==> config.mk <==
export PLATFORM = sky130hd
export DESIGN_NAME = wb_arbiter
export DESIGN_NICKNAME = d
export VERILOG_FILES = /design/src/rtl/wb_arbiter.sv
export SDC_FILE = /design/constraint.sdc
export NUM_CORES = 1
export LEC_CHECK = 0
export BUFFER_PORTS_ARGS = -buffer_cell sky130_fd_sc_hd__buf_2
export CAP_MARGIN = 20
export CORE_MARGIN = 2
export CORE_UTILIZATION = 35
export CTS_CLUSTER_DIAMETER = 200
export DETAILED_ROUTE_END_ITERATION = 7
export GPL_ROUTABILITY_DRIVEN = 0
export SYNTH_ARGS = -nofsm -noshare
export SYNTH_HDL_FRONTEND = slang
export SYNTH_SLANG_ARGS = --single-unit
==> constraint.sdc <==
create_clock -name clk -period 6 [get_ports clk]
set_input_delay 1.2 -clock clk [delete_from_list [all_inputs] [get_ports clk]]
set_output_delay 1.2 -clock clk [all_outputs]
set_load 0.02 [all_outputs]
==> src/rtl/wb_arbiter.sv <==
`default_nettype none
// ============================================================================
// Module      : wb_arbiter
// Description : Register-file writeback arbiter. The ALU pipeline has strict
//               priority. Mult/div results wait in a 2-entry in-order buffer
//               and drain in idle slots. An optional starvation guard
//               (enabled by WB_STARVE_GUARD_EN) asks upstream to stall.
// Revision    : 1.0 - initial release
// ============================================================================
module wb_arbiter #(
    parameter int STARVE_LIMIT = 8
) (
    input  logic        clk,
    input  logic        reset,
    input  logic        alu_valid,
    input  logic [4:0]  alu_addr,
    input  logic [31:0] alu_data,
    input  logic        md_valid,
    input  logic [4:0]  md_addr,
    input  logic [31:0] md_data,
    output logic        md_ready,
    output logic        reg_write,
    output logic [4:0]  write_addr,
    output logic [31:0] write_data,
    output logic [31:0] busy_mask,
    output logic        stall_req
);

    // Slot 0 is always the head; slot 1 is valid only if slot 0 is valid.
    logic        r_v0, r_v1;
    logic [4:0]  r_a0, r_a1;
    logic [31:0] r_d0, r_d1;

    logic        r_reg_write;
    logic [4:0]  r_write_addr;
    logic [31:0] r_write_data;
    logic [31:0] r_busy;

    logic        w_push;
    logic        w_alu_grant;
    logic        w_fifo_grant;
    logic        w_keep0, w_keep1;
    logic        w_n_v0, w_n_v1;
    logic [4:0]  w_n_a0, w_n_a1;
    logic [31:0] w_n_d0, w_n_d1;
    logic [31:0] w_busy_next;

    assign md_ready     = ~(r_v0 & r_v1);
    assign w_push       = md_valid & md_ready & (md_addr != 5'd0);
    assign w_alu_grant  = alu_valid & (alu_addr != 5'd0);
    assign w_fifo_grant = ~w_alu_grant & r_v0;

    // Entries surviving this edge: not popped and not overwritten by the ALU.
    assign w_keep0 = r_v0 & ~w_fifo_grant & ~(w_alu_grant & (r_a0 == alu_addr));
    assign w_keep1 = r_v1 & ~(w_alu_grant & (r_a1 == alu_addr));

    always_comb begin
        w_n_v0 = 1'b0;
        w_n_a0 = r_a0;
        w_n_d0 = r_d0;
        w_n_v1 = 1'b0;
        w_n_a1 = r_a1;
        w_n_d1 = r_d1;
        if (w_keep0) begin
            w_n_v0 = 1'b1;
        end else if (w_keep1) begin
            w_n_v0 = 1'b1;
            w_n_a0 = r_a1;
            w_n_d0 = r_d1;
        end else if (w_push) begin
            w_n_v0 = 1'b1;
            w_n_a0 = md_addr;
            w_n_d0 = md_data;
        end
        // A push into a full buffer is impossible, so two survivors exclude it.
        if (w_keep0 && w_keep1) begin
            w_n_v1 = 1'b1;
        end else if ((w_keep0 || w_keep1) && w_push) begin
            w_n_v1 = 1'b1;
            w_n_a1 = md_addr;
            w_n_d1 = md_data;
        end
    end

    always_comb begin
        w_busy_next = 32'd0;
        if (w_n_v0) w_busy_next = w_busy_next | (32'd1 << w_n_a0);
        if (w_n_v1) w_busy_next = w_busy_next | (32'd1 << w_n_a1);
    end

    always_ff @(posedge clk) begin
        if (reset) begin
            r_v0 <= 1'b0;
            r_v1 <= 1'b0;
            r_a0 <= 5'd0;
            r_a1 <= 5'd0;
            r_d0 <= 32'd0;
            r_d1 <= 32'd0;
            r_busy <= 32'd0;
        end else begin
            r_v0 <= w_n_v0;
            r_v1 <= w_n_v1;
            r_a0 <= w_n_a0;
            r_a1 <= w_n_a1;
            r_d0 <= w_n_d0;
            r_d1 <= w_n_d1;
            r_busy <= w_busy_next;
        end
    end

    // Address and data hold their last values across idle cycles.
    always_ff @(posedge clk) begin
        if (reset) begin
            r_reg_write  <= 1'b0;
            r_write_addr <= 5'd0;
            r_write_data <= 32'd0;
        end else begin
            r_reg_write <= w_alu_grant | w_fifo_grant;
            if (w_alu_grant) begin
                r_write_addr <= alu_addr;
                r_write_data <= alu_data;
            end else if (w_fifo_grant) begin
                r_write_addr <= r_a0;
                r_write_data <= r_d0;
            end
        end
    end

    assign reg_write  = r_reg_write;
    assign write_addr = r_write_addr;
    assign write_data = r_write_data;
    assign busy_mask  = r_busy;

`ifdef WB_STARVE_GUARD_EN
    localparam int c_cnt_w = $clog2(STARVE_LIMIT + 1);
    localparam logic [c_cnt_w-1:0] c_limit = c_cnt_w'(STARVE_LIMIT);

    logic [c_cnt_w-1:0] r_cnt;
    logic [c_cnt_w-1:0] w_cnt_next;
    logic               r_stall;

    always_comb begin
        w_cnt_next = r_cnt;
        if (w_fifo_grant || !w_n_v0) begin
            w_cnt_next = '0;
        end else if (w_alu_grant && r_v0 && (r_cnt != c_limit)) begin
            w_cnt_next = r_cnt + c_cnt_w'(1);
        end
    end

    always_ff @(posedge clk) begin
        if (reset) begin
            r_cnt   <= '0;
            r_stall <= 1'b0;
        end else begin
            r_cnt   <= w_cnt_next;
            r_stall <= (w_cnt_next == c_limit);
        end
    end

    assign stall_req = r_stall;
`else
    logic w_unused_limit;
    assign w_unused_limit = (STARVE_LIMIT != 0);
    assign stall_req      = 1'b0;
`endif

endmodule
`default_nettype wire
# Yosys cells after proc, flatten, opt, wreduce, memory -nomap -nowiden
# Cells that the tools add are included.
# Widths: inputs -> output; s select.
dict set report op_classes {
  bitwise_logic 19
  mux 18
  shifts 2
  n_reduce_logical 9
  eq_ne 2
}
# cell n
set op_table {}
lappend op_table {{$mux 32} 6}
lappend op_table {{$shl 1x5->32 const A} 2}
lappend op_table {{$mux 5} 7}
lappend op_table {{$or 32x32->32} 1}
lappend op_table {{$and 1x1->1} 10}
lappend op_table {{$eq 5x5->1} 2}
lappend op_table {{$reduce_bool 5->1} 2}
lappend op_table {{$not 1->1} 7}
lappend op_table {{$mux 1} 5}
lappend op_table {{$reduce_and 2->1} 2}
lappend op_table {{$reduce_bool 2->1} 2}
lappend op_table {{$logic_and 1x1->1} 2}
lappend op_table {{$logic_or 1x1->1} 1}
lappend op_table {{$or 1x1->1} 1}
dict set report word_totals {
  regBits 146
  in_bits 78
  wordCells 60
  output_inout_bits 72
}

# Depth between registers and ports, before layout
dict set report logic_depth {
  word_depth 14
  mapped_depth 9
  depth_no_buf 7
}

# Worst setup path after synthesis
# Ideal clock, no wire load.
dict set report synth_timing {
  kind {in2reg}
  start {in md_addr[0]}
  end {reg r_busy[27], in the netlist busy_mask[27]}
  setup_ns 0.075
  required_ns 5.925
  setup_slack_ns 2.808
  t_arrival_ns 3.117
  path_stages 7
  path_cell_list {or4_1 > o211ai_2 > or2_2 > mux2i_1 > a2bb2o_4 > or3_4 > o22ai_1}
}
dict set report synth_via {
  elab_chain_len 9
  elab_cells_between_ends 18
  cone_classes {shift: 2; mux: 12; bitwise: 2; reduce/logical: 2}
}
# item line
set synth_rtl {}
lappend synth_rtl {{start: declaration} 19} ;# input logic [4:0] md_addr,
lappend synth_rtl {{$reduce_bool 5->1} 49} ;# assign w_push = md_valid & md_ready & (md_addr != 5'd0);
lappend synth_rtl {{$and 1x1->1} 49}
lappend synth_rtl {{$mux 5} 70} ;# end else if (w_push) begin
lappend synth_rtl {{$mux 5} 66} ;# end else if (w_keep1) begin
lappend synth_rtl {{$mux 5} 64} ;# if (w_keep0) begin
lappend synth_rtl {{$shl 1x5->32} 87} ;# if (w_n_v0) w_busy_next = w_busy_next | (32'd1 << w_n_a0);
lappend synth_rtl {{$mux 32} 87}
lappend synth_rtl {{$or 32x32->32} 88} ;# if (w_n_v1) w_busy_next = w_busy_next | (32'd1 << w_n_a1);
lappend synth_rtl {{$mux 32 (*)} 88}
lappend synth_rtl {{end signal: assignment} 107} ;# r_busy <= w_busy_next;
lappend synth_rtl {{end: declaration} 37} ;# logic [31:0] r_busy;
# Mark *: on every way between the ends. The rest lies on a longest branch, timed or not.
# A chain may end at the register's enable or synchronous reset.

# Worst setup path after layout
dict set report layout_timing {
  start {in alu_addr[0]}
  end {reg r_busy[4], in the netlist busy_mask[4]}
}
dict set report layout_via {
  elab_chain_len 14
  elab_cells_between_ends 30
  cone_classes {eq/ne: 2; shift: 2; mux: 10; bitwise: 12; reduce/logical: 4}
}
# item line
set layout_rtl {}
lappend layout_rtl {{start: declaration} 16} ;# input logic [4:0] alu_addr,
lappend layout_rtl {{$reduce_bool 5->1} 50} ;# assign w_alu_grant = alu_valid & (alu_addr != 5'd0);
lappend layout_rtl {{$and 1x1->1} 50}
lappend layout_rtl {{$not 1->1} 51} ;# assign w_fifo_grant = ~w_alu_grant & r_v0;
lappend layout_rtl {{$and 1x1->1} 51}
lappend layout_rtl {{$not 1->1} 54} ;# assign w_keep0 = r_v0 & ~w_fifo_grant & ~(w_alu_grant & (r_a0 == alu_addr));
lappend layout_rtl {{$and 1x1->1 (2 in a row)} 54}
lappend layout_rtl {{$logic_or 1x1->1} 78} ;# end else if ((w_keep0 || w_keep1) && w_push) begin
lappend layout_rtl {{$logic_and 1x1->1} 78}
lappend layout_rtl {{$mux 5} 78}
lappend layout_rtl {{$mux 5} 76} ;# if (w_keep0 && w_keep1) begin
lappend layout_rtl {{$shl 1x5->32} 88}
lappend layout_rtl {{$or 32x32->32} 88}
lappend layout_rtl {{$mux 32 (*)} 88}
# Marks and branches as above.

==> impl_metrics.py <==
metrics = {
    "grt": {
        "grt-busiest-layer": "met2",
        "grt_max_degree": 77,
        "grt_pass1_vias": 4828,
        "grt_use_total_pct": 17.2,
        "antenna_found_initial": 2,
        "grt-ovfl-total": 0,
        "grt_pass1_wl_mm": 25.1,
        "grt_use_met3_pct": 5.29,
        "use_met1_pct": 23.7,
        "met2_usage_pct": 25.5,
    },
    "logic_synthesis": {
        "ys_types": 49,
        "synth_async_sr_flop_share_pct": 0,
        "seq_area_frac_synth_pct": 47.9,
        "synthFlopType": "dfxtp_1",
        "synth.avg_cell_area_sq_um": 9.29,
        "synth_top_area_share_pct": 47.9,
        "synth_edf_count": 0,
        "syn_area_sq_um": 6100,
        "netlist_instances": 657,
        "synth_largest_area_cell": "dfxtp_1",
        "synth_seq_cells": 146,
        "yosysWarnings": 0,
        "synthTopCellsByArea": "dfxtp_1, mux2i_1, a211oi_1, nand2_1, nor2_1",
        "synth.net_count": 735,
    },
    "floorplanning": {
        "start_util_pct": 35.5,
        "die_x_microns": 136,
        "dieArea_sq_um": 18500,
        "rows": 48,
        "die_y_microns": 136,
        "core_area_sq_um": 17200,
        "ios": 150,
    },
    "place": {
        "portBuffers": 148,
        "post-place-ws_ns": 1.79,
        "placed_area_sq_um": 6980,
        "dp.final_hpwl_mm": 10.4,
    },
    "min_path": {
        "min_to": "r_d1[0]$_SDFFE_PP0P_",
        "hp-class": "flop to flop",
        "holdPathStages": 2,
        "hold_start": "r_d1[0]$_SDFFE_PP0P_",
    },
    "sta": {
        "min_period_ns": 3.85,
        "hold_ws_ns": 0.450,
        "max_freq_mhz": 260,
        "relSlewSlack_pct": 36.5,
        "hold_violations": 0,
        "rsz0062_at_grt": "false",
        "slew_viol_final": 0,
        "setup_viol_count_final": 0,
        "setup_tns_ns": 0,
        "worstMarginPinSlew_ns": 0.951,
        "layout_setup_ws_ns": 2.15,
        "skew_ns": 0.00996,
        "fin_crit_sh_pct": 64.1,
    },
    "worst_setup_path": {
        "cp_top_family": "compound AO/OA/AOI/OAI gates",
        "endpoint_kind": "flop",
        "reg2reg_to": "busy_mask[4]$_SDFF_PP0_",
        "crit_type": "primary input to flop",
        "rr_startpoint": "r_a0[0]$_SDFF_PP0_",
        "worst-path-max-fanout": 46,
        "cpMaxStageDelayCell": "o311ai_2",
        "worst-path-buf-inv": 1,
        "start_kind": "primary input",
        "ff2ff_path_depth": 7,
        "cp_slowest_stage_delay_ns": 0.86,
        "cp_cell_sequence": "buf_2, xnor2_1, nand3_1, o311ai_2, a21o_2, nor3b_1, o21bai_2, o22ai_1",
        "regToRegSetupSlack_ns": 2.65,
        "required_ns": 6.29,
        "crit_arrival_ns": 4.14,
    },
    "clock_network": {
        "clockBufferDepth": 2,
        "clk_pin_slew_ns": 0.06,
        "cts_tree": "done",
        "root_buffer": "clkbuf_16",
        "post_cts_buffers": 0,
        "cts_resized": 0,
        "cts_max_level": 4,
        "cts-hold-fix-buffers": 0,
        "clock-sinks": 146,
        "cts_made_buffers": 17,
        "insertion_delay_ns": 0.42,
    },
    "run_status": {
        "status": "finished clean",
    },
    "power_and_ir_drop": {
        "power_leakage_nw": 3.25,
        "p_per_area_nw_per_um2": 320,
        "vdd_drop_max_uv": 224,
    },
    "routing": {
        "vias": 5137,
        "drc_errors": 0,
        "routed_via_density": 5.03,
        "wl_mm": 15.7,
        "drt_iter0_markers": 329,
        "dr.pass1.iters": 5,
        "ant_nets": 0,
        "avgRoutedWirePerCell_microns": 15.3,
    },
    "flow_run": {
        "max_cap_viol_count": 0,
    },
    "cells_and_area": {
        "fillerInstances": 1753,
        "drive_gt1_share_pct": 26.1,
        "final_common_cell": "buf_2",
        "nets": 861,
        "layout_common_cells": "buf_2, dfxtp_1, nand2_1, nor2_1, mux2i_1",
        "n_antenna_cell": 0,
        "area_growth_pct": 23.9,
        "final_util_pct": 44.0,
        "final_area_sq_um": 7560,
    },
}
## worst max-delay path by stage
stage                                           to         from  cells after the start  slack (ns)
final                      busy_mask[4]$_SDFF_PP0_  alu_addr[0]                      8        2.15
after global routing      busy_mask[25]$_SDFF_PP0_  alu_addr[0]                      8        1.95
after CTS                 busy_mask[26]$_SDFF_PP0_  alu_addr[0]                      8        2.22
after detailed placement  busy_mask[26]$_SDFF_PP0_  alu_addr[0]                      8        1.79
after global placement     busy_mask[5]$_SDFF_PP0_  alu_addr[0]                      8        1.78
after floorplan           busy_mask[27]$_SDFF_PP0_   md_addr[0]                      7        2.81
## per-stage QoR
stage / total power (W) / instances
4_1_cts: 0.00244 / 1021
3_3_place_gp: 0.00140 / 989
5_1_grt: 0.00252 / 1021
3_5_place_dp: 0.00140 / 989
2_1_floorplan: 0.00129 / 657
6_report: 0.00242 / 1021
## metal layers
metal  vias up  part of all wire (%)
li1       2608                     -
met5         -                  0.18
met3        25                   6.5
met2       146                    43
met1      2354                    49
met4         4                   1.5
## cell families (layout without fill, tap and decap cells)
logic type      Yosys count  in the layout  share of synthesized area [%]
flops                   146            146                           47.9
fa+ha+maj                 1              1                          0.164
mux                      78             78                           12.8
xor+xnor                 10             10                           1.43
buf+inv                  53            192                           3.75
simple gates            204            204                           14.4
compound gates          164            164                           19.5
other cells               1              1                         0.0614
## flip-flops by register name (all words and copies together), names as in the netlist, 5 cells and up
signal	cells
r_a1	5
busy_mask	32
write_data	32
r_d0	32
r_a0	5
write_addr	5
r_d1	32
## worst min-delay path: stages (launching register included)
cell,delay [ns]
dfxtp_1,0.30
nand2_1,0.05
a21oi_1,0.05
## cells in the mapped netlist (2+ instances only)
library cell,number
or3_1,2
or3b_1,4
buf_2,15
nand2_1,85
mux2i_1,77
nand3b_1,6
o22ai_2,3
inv_1,5
o22ai_1,33
a31oi_1,2
o21bai_2,4
clkbuf_1,22
nand2b_1,4
nand3_1,4
a211oi_1,69
xor2_1,3
xnor2_1,7
nor2_1,85
a21oi_1,38
buf_1,9
and3_1,2
dfxtp_1,146
nand4_1,2
nor3_1,2
nor3b_1,4
## power breakdown
group | internal (W) | switching, W | leakage (nW)
Combinational | 0.000124 | 0.000189 | 1.77
Clock | 0.000615 | 0.000424 | 0.276
Sequential | 0.00103 | 0.0000383 | 1.20
Total | 0.00177 | 0.000651 | 3.25
## final cells by class
type	instances	area [sq um]	area share, %
Clock buffer	17	425	5.62
Clock inverter	15	158	2.08
Multi-Input combinational cell	458	2960	39.1
Tap cell	225	282	3.72
Sequential cell	146	2920	38.7
Timing Repair Buffer	155	796	10.5
Inverter	5	18.8	0.248
Power figures use the tool's default switching activity.
